<file path="src/rtl/leaf_result_collector.sv">
// Leaf result collector: decodes final-stage leaf nodes of both lanes,
// buffers them per lane and merges them round-robin onto one stream.
// Optional statistics counters are built when COLLECT_STATS_EN is defined.
// Ports:
//   clk, RSTn                      clock, async active-low reset
//   packet_in1/2, data_valid_in1/2 lane header and valid (no stall)
//   node_in1/2, matched_in1/2      final node word, leaf flag
//   res_valid/res_ready            result stream handshake
//   res_lane, res_seq, res_hit     source lane, per-lane tag, leaf hit
//   res_level, res_leaf_addr       node level, leaf base address
//   res_num_rules, res_packet      decoded rule count, header
//   drop_cnt1/2                    saturating overflow drop counts
//   hit_cnt, miss_cnt              transferred hit/miss statistics
module leaf_result_collector #(
    parameter int PACKET_WIDTH = 104,
    parameter int NODE_WIDTH   = 40,
    parameter int LEAF_ADDR    = 12,
    parameter int FIFO_AW      = 3,
    parameter int SEQ_W        = 16
) (
    input  logic                    clk,
    input  logic                    RSTn,
    input  logic [PACKET_WIDTH-1:0] packet_in1,
    input  logic [PACKET_WIDTH-1:0] packet_in2,
    input  logic                    data_valid_in1,
    input  logic                    data_valid_in2,
    input  logic [NODE_WIDTH-1:0]   node_in1,
    input  logic [NODE_WIDTH-1:0]   node_in2,
    input  logic                    matched_in1,
    input  logic                    matched_in2,
    output logic                    res_valid,
    input  logic                    res_ready,
    output logic                    res_lane,
    output logic [SEQ_W-1:0]        res_seq,
    output logic                    res_hit,
    output logic [2:0]              res_level,
    output logic [LEAF_ADDR-1:0]    res_leaf_addr,
    output logic [3:0]              res_num_rules,
    output logic [PACKET_WIDTH-1:0] res_packet,
    output logic [15:0]             drop_cnt1,
    output logic [15:0]             drop_cnt2,
    output logic [31:0]             hit_cnt,
    output logic [31:0]             miss_cnt
);

    localparam int DEPTH = 2 ** FIFO_AW;
    localparam logic [FIFO_AW:0] FULL_C = DEPTH[FIFO_AW:0];

    typedef struct packed {
        logic [SEQ_W-1:0]        seq;
        logic                    hit;
        logic [2:0]              level;
        logic [LEAF_ADDR-1:0]    addr;
        logic [3:0]              nrules;
        logic [PACKET_WIDTH-1:0] pkt;
    } entry_t;

    // One-hot rule field: highest set bit wins, empty field means zero rules.
    function automatic logic [3:0] nr_decode(input logic [7:0] oh);
        logic [3:0] n;
        n = 4'd0;
        for (int i = 0; i < 8; i++) begin
            if (oh[i]) n = 4'(i + 1);
        end
        return n;
    endfunction

    function automatic entry_t mk_entry(
        input logic [SEQ_W-1:0]        seq,
        input logic                    matched,
        input logic [NODE_WIDTH-1:0]   node,
        input logic [PACKET_WIDTH-1:0] pkt
    );
        entry_t e;
        e.seq    = seq;
        e.hit    = matched;
        e.level  = node[3:1];
        e.addr   = matched ? node[LEAF_ADDR+11:12] : '0;
        e.nrules = matched ? nr_decode(node[11:4]) : 4'd0;
        e.pkt    = pkt;
        return e;
    endfunction

    logic             unused_ok;
    assign unused_ok = ^{node_in1[NODE_WIDTH-1:LEAF_ADDR+12], node_in1[0],
                         node_in2[NODE_WIDTH-1:LEAF_ADDR+12], node_in2[0]};

    entry_t           mem_q [2][DEPTH];
    logic [FIFO_AW-1:0] wp_q [2];
    logic [FIFO_AW-1:0] rp_q [2];
    logic [FIFO_AW:0] cnt_q [2];
    logic [FIFO_AW:0] cnt_d [2];
    logic [SEQ_W-1:0] seq_q [2];
    logic [15:0]      drop_q [2];

    entry_t           in_e [2];
    logic [1:0]       in_v;
    logic [1:0]       ne, full, push, pop, drop;

    entry_t           out_q, out_d;
    logic             valid_q, valid_d;
    logic             lane_q, lane_d;
    logic             rr_q, rr_d;
    logic             load, gnt;

    always_comb begin
        in_e[0] = mk_entry(seq_q[0], matched_in1, node_in1, packet_in1);
        in_e[1] = mk_entry(seq_q[1], matched_in2, node_in2, packet_in2);
        in_v    = {data_valid_in2, data_valid_in1};
        for (int l = 0; l < 2; l++) begin
            ne[l]   = cnt_q[l] != '0;
            full[l] = cnt_q[l] == FULL_C;
        end
    end

    // Output register refills whenever it is empty or being drained.
    always_comb begin
        load = (!valid_q || res_ready) && (ne != 2'b00);
        gnt  = rr_q;
        unique case (ne)
            2'b01:   gnt = 1'b0;
            2'b10:   gnt = 1'b1;
            default: gnt = rr_q;
        endcase
        pop = {load && gnt, load && !gnt};
    end

    // A full FIFO still accepts a push when it is popped the same cycle.
    always_comb begin
        for (int l = 0; l < 2; l++) begin
            push[l] = in_v[l] && (!full[l] || pop[l]);
            drop[l] = in_v[l] && full[l] && !pop[l];
            cnt_d[l] = cnt_q[l];
            unique case ({push[l], pop[l]})
                2'b10:   cnt_d[l] = cnt_q[l] + 1'b1;
                2'b01:   cnt_d[l] = cnt_q[l] - 1'b1;
                default: cnt_d[l] = cnt_q[l];
            endcase
        end
    end

    always_comb begin
        out_d   = out_q;
        lane_d  = lane_q;
        valid_d = valid_q;
        rr_d    = rr_q;
        if (load) begin
            out_d   = mem_q[gnt][rp_q[gnt]];
            lane_d  = gnt;
            valid_d = 1'b1;
            if (ne == 2'b11) rr_d = ~gnt;
        end else if (res_ready) begin
            valid_d = 1'b0;
        end
    end

    always_ff @(posedge clk) begin
        for (int l = 0; l < 2; l++) begin
            if (push[l]) mem_q[l][wp_q[l]] <= in_e[l];
        end
    end

    always_ff @(posedge clk or negedge RSTn) begin
        if (!RSTn) begin
            for (int l = 0; l < 2; l++) begin
                wp_q[l]   <= '0;
                rp_q[l]   <= '0;
                cnt_q[l]  <= '0;
                seq_q[l]  <= '0;
                drop_q[l] <= '0;
            end
            out_q   <= '0;
            lane_q  <= 1'b0;
            valid_q <= 1'b0;
            rr_q    <= 1'b0;
        end else begin
            for (int l = 0; l < 2; l++) begin
                if (push[l]) wp_q[l] <= wp_q[l] + 1'b1;
                if (pop[l])  rp_q[l] <= rp_q[l] + 1'b1;
                cnt_q[l] <= cnt_d[l];
                if (in_v[l]) seq_q[l] <= seq_q[l] + 1'b1;
                if (drop[l] && drop_q[l] != 16'hFFFF)
                    drop_q[l] <= drop_q[l] + 16'd1;
            end
            out_q   <= out_d;
            lane_q  <= lane_d;
            valid_q <= valid_d;
            rr_q    <= rr_d;
        end
    end

    assign res_valid     = valid_q;
    assign res_lane      = lane_q;
    assign res_seq       = out_q.seq;
    assign res_hit       = out_q.hit;
    assign res_level     = out_q.level;
    assign res_leaf_addr = out_q.addr;
    assign res_num_rules = out_q.nrules;
    assign res_packet    = out_q.pkt;
    assign drop_cnt1     = drop_q[0];
    assign drop_cnt2     = drop_q[1];

`ifdef COLLECT_STATS_EN
    logic [31:0] hit_q, miss_q;

    always_ff @(posedge clk or negedge RSTn) begin
        if (!RSTn) begin
            hit_q  <= '0;
            miss_q <= '0;
        end else if (valid_q && res_ready) begin
            if (out_q.hit) hit_q  <= hit_q + 32'd1;
            else           miss_q <= miss_q + 32'd1;
        end
    end

    assign hit_cnt  = hit_q;
    assign miss_cnt = miss_q;
`else
    assign hit_cnt  = '0;
    assign miss_cnt = '0;
`endif

endmodule

</file>
<file path="config.mk">
export PLATFORM = sky130hd
export DESIGN_NAME = leaf_result_collector
export DESIGN_NICKNAME = d
export VERILOG_FILES = /design/src/rtl/leaf_result_collector.sv
export SDC_FILE = /design/constraint.sdc
export NUM_CORES = 2
export LEC_CHECK = 0
export CORE_ASPECT_RATIO = 0.75
export CORE_UTILIZATION = 54
export DETAILED_ROUTE_END_ITERATION = 12
export PLACE_DENSITY = 0.76
export SLEW_MARGIN = 20
export SYNTH_ARGS = -nofsm -noshare
export SYNTH_HDL_FRONTEND = slang
export SYNTH_SLANG_ARGS = --single-unit
export TNS_END_PERCENT = 50
</file>
<file path="constraint.sdc">
create_clock -name clk -period 11.8 [get_ports clk]
set_input_delay 2.36 -clock clk [delete_from_list [all_inputs] [get_ports clk]]
set_output_delay 2.36 -clock clk [all_outputs]
set_load 0.01 [all_outputs]
</file>
==> run metrics <==
outcome=finished, final reports clean; CTS Buf Count=between 200 and 250; post-synthesis register bit count=between 2k and 2.5k; PnR worst setup slack=5.994 ns; CP peak stage delay=a little under 0.9 ns; Vias/cell=6.447; Worst Hold Class=reg -> reg; max-slew violation count=0; Synth async-reset ratio=0.09201; Worst Tran Pin Value=~1.3 ns; clk sink count=2467; routability cong.=around 0.76; Crit Path Category=in -> reg; Cells after Synth=4374; first-pass GRT wire length=~340 mm; die width=482.0 um; Avg Inst Size Synth=between 20 and 25 um^2; PostCTS Resize Cnt=0; Syn Std Cell Area=93290 um^2; Clk pin slew, worst setup/hold paths=around 0.06 ns; nets=5185; Max Clk Rate=about 170 MHz; yosys synthesis warning count=0; final hold vios=0; post-route insts no fill=about 7.4k; CTS tree=yes; Worst-Skew Late Latency=about 0.87 ns; synth unique cells=58; CTS H-tree depth=4; Rel. slew slack=0.1187; static leakage=~35 nW; most used cell, CP=buf_4; total global-route track usage=0.2730; Vias=~47k; Max-cap violations=0; RSZ-0062 raised after global routing=false; dpl hpwl=121.9 mm; final WL=between 200 and 250 mm; drt drc=0; Layout area overhead=15.24%; PortBufs=between 400 and 500; crit path cell chain=clkdlybuf4s50_1, and2b_1, or3_1, a21boi_2, nand2_1, nor2_4, buf_4, buf_4; Clock Skew=0.05821 ns; routed len/inst=31.90 um; CP max FO=between 40 and 50; post-route ant nets=0; Pwr Total=around 27 mW; hold_buf cts=0; Top delay family on crit path=buffers and inverters; worst IR drop on VDD=0.0004738 V; first-pass detailed-route iteration total=8; WP data arrival=6.26 ns; dpl cells=6914; vias in the first global route=47.77k; Worst path slowest cell=buf_4; sequential share of the synthesized area=0.7819; # Post-CTS Setup Buffers=0; Starting Density=0.5462; Worst setup SP type=input port; Top FF cell, synth=edfxtp_1; CORE AREA=roughly 170000 um^2; final global-route overflow total=0; post-place setup slack=between 5 and 6 ns; Final Setup Violations=0; Final TNS setup=0 ns; Crit. End Element=flop; Fin Hold WS=roughly 0.47 ns; height of the die=about 360 um; share of cells above drive strength 1=0.2000; Power per Cell Area=between 200 and 250 nW/um^2; Final Cycle Share=0.4920; I/O pins=533; die area=roughly 170000 um^2; initial DRC count=between 5k and 6k; row cnt=131; initial antenna violation count=48; Bufs on Longest Clock Path=3; clock period minus final worst setup slack=about 5.8 ns; WP buf/inv=3; Root Buffer=clkbuf_16; EDFF count, synth=around 2.2k; largest net degree at the start of global routing=approximately 130; data required time at the worst endpoint=around 12 ns
cell type report:
| class | instances | area, um^2 |
|---|---|---|
| sequential | 2467 | 72960 |
| fill | 11251 | 63280 |
| multi-input combinational | 1672 | 19230 |
| clock buffer | 296 | 6083 |
| timing repair buffer | 506 | 5097 |
| tap | 2261 | 2829 |
| clock inverter | 119 | 1222 |
| antenna | 21 | 52.55 |
| inverter | 10 | 37.54 |
kinds of logic after synthesis:
group                    Yosys count  synth area share
flip-flops                      2467            0.7819
multiplexers                     569            0.1362
AND/OR/NAND/NOR                  503           0.02407
AO/OA/AOI/OAI                    450           0.03263
buffers and inverters            298           0.01647
XOR/XNOR                          73          0.006934
adder cells (fa/ha/maj)           13          0.001744
other                              1        0.00004020
layer usage:
layer / vias to the layer above / routed length (um) / track usage
li1: 18922 / - / -
met1: 25219 / 91890 / 0.3917
met2: 2780 / 111900 / 0.4268
met3: 435 / 24140 / 0.06171
met4: 40 / 6326 / 0.07436
met5: - / 254 / 0
path summary, 6_finish.rpt:
path | start | end | slack (ns) | depth (start not counted)
hold / removal | rp_q[2] | rp_q[2] | 0.47 | 1
setup / recovery | res_ready | mem_q[0][397] | 5.99 | 8
max in group asynchronous | RSTn | rp_q[1] | 8.05 | 3
min in group asynchronous | RSTn | drop_cnt1[15] | 1.50 | 1
setup reg to reg | cnt_q[1] | mem_q[0][397] | 6.20 | 10
hold reg to reg | rp_q[2] | rp_q[2] | 0.47 | 1
where the power goes:
| part | total (mW) | internal, mW | switching, mW |
|---|---|---|---|
| sequential | 11.8 | 11.1 | 0.740 |
| combinational | 7.53 | 3.20 | 4.33 |
| clock | 7.19 | 4.01 | 3.19 |
worst reg2reg max path, cell delays in order (launching register included):
cell and delay [ns]:
dfrtp_1 0.42, nor3_1 0.39, or2b_1 0.31, ha_1 0.40, mux2_8 0.65, or3_1 0.59, a21boi_2 0.25, nand2_1 0.27
nor2_4 0.18, buf_4 0.84, buf_4 0.91
synthesized netlist by cell type, types with 2 or more instances:
| cell type | instances | area, um^2 |
|---|---|---|
| o21ai_0 | 143 | 715.7 |
| buf_6 | 2 | 22.52 |
| dfrtp_1 | 227 | 5680 |
| and4_1 | 2 | 17.52 |
| and3_1 | 7 | 43.79 |
| nor4_4 | 2 | 42.54 |
| nor4b_4 | 2 | 47.55 |
| inv_1 | 10 | 37.54 |
| ha_1 | 13 | 162.7 |
| nor2_1 | 180 | 675.7 |
| nor3_1 | 16 | 80.08 |
| buf_1 | 11 | 41.29 |
| or3_1 | 2 | 12.51 |
| nand4_1 | 16 | 100.1 |
| mux2_4 | 2 | 30.03 |
| o211ai_1 | 140 | 1051 |
| xor2_1 | 31 | 271.5 |
| mux2i_1 | 2 | 20.02 |
| buf_4 | 79 | 593.1 |
| o21bai_1 | 2 | 15.01 |
| nor3_2 | 2 | 20.02 |
| and2_1 | 28 | 175.2 |
| a22oi_1 | 140 | 1051 |
| edfxtp_1 | 2240 | 67260 |
| mux2_2 | 6 | 67.56 |
| a41oi_1 | 2 | 17.52 |
| xnor2_1 | 41 | 359.1 |
| a21oi_1 | 10 | 50.05 |
| buf_2 | 85 | 425.4 |
| nand3_1 | 21 | 105.1 |
| nand2b_1 | 15 | 93.84 |
| mux4_2 | 559 | 12590 |
| nand2_1 | 201 | 754.5 |
| clkbuf_1 | 111 | 416.7 |
cell usage in the layout (no fill, tap or decap), types with 64 or more instances in the layout:
cell,instances
edfxtp_1,2240
mux4_2,559
clkdlybuf4s50_1,432
dfrtp_1,223
clkbuf_16,222
nand2_1,201
nor2_1,167
o21ai_0,143
a22oi_1,140
o211ai_1,140
conb_1,64
stage by stage:
stage	area (um^2)	util
4_1_cts	107400	0.6289
3_5_place_dp	100100	0.5862
6_report	107500	0.6295
5_1_grt	107500	0.6294
3_3_place_gp	100100	0.5862
2_1_floorplan	93540	-
registers in the layout (all words and copies together), names as in the netlist:
name           flops
drop_cnt2         16
res_lane           1
cnt_q              8
drop_cnt1         16
res_valid          1
res_level          3
in_e              32
res_leaf_addr     12
wp_q               6
mem_q           2240
rr_q               1
res_num_rules      4
res_hit            1
res_packet       104
res_seq           16
rp_q               6
(Power assumes the default switching activity.)
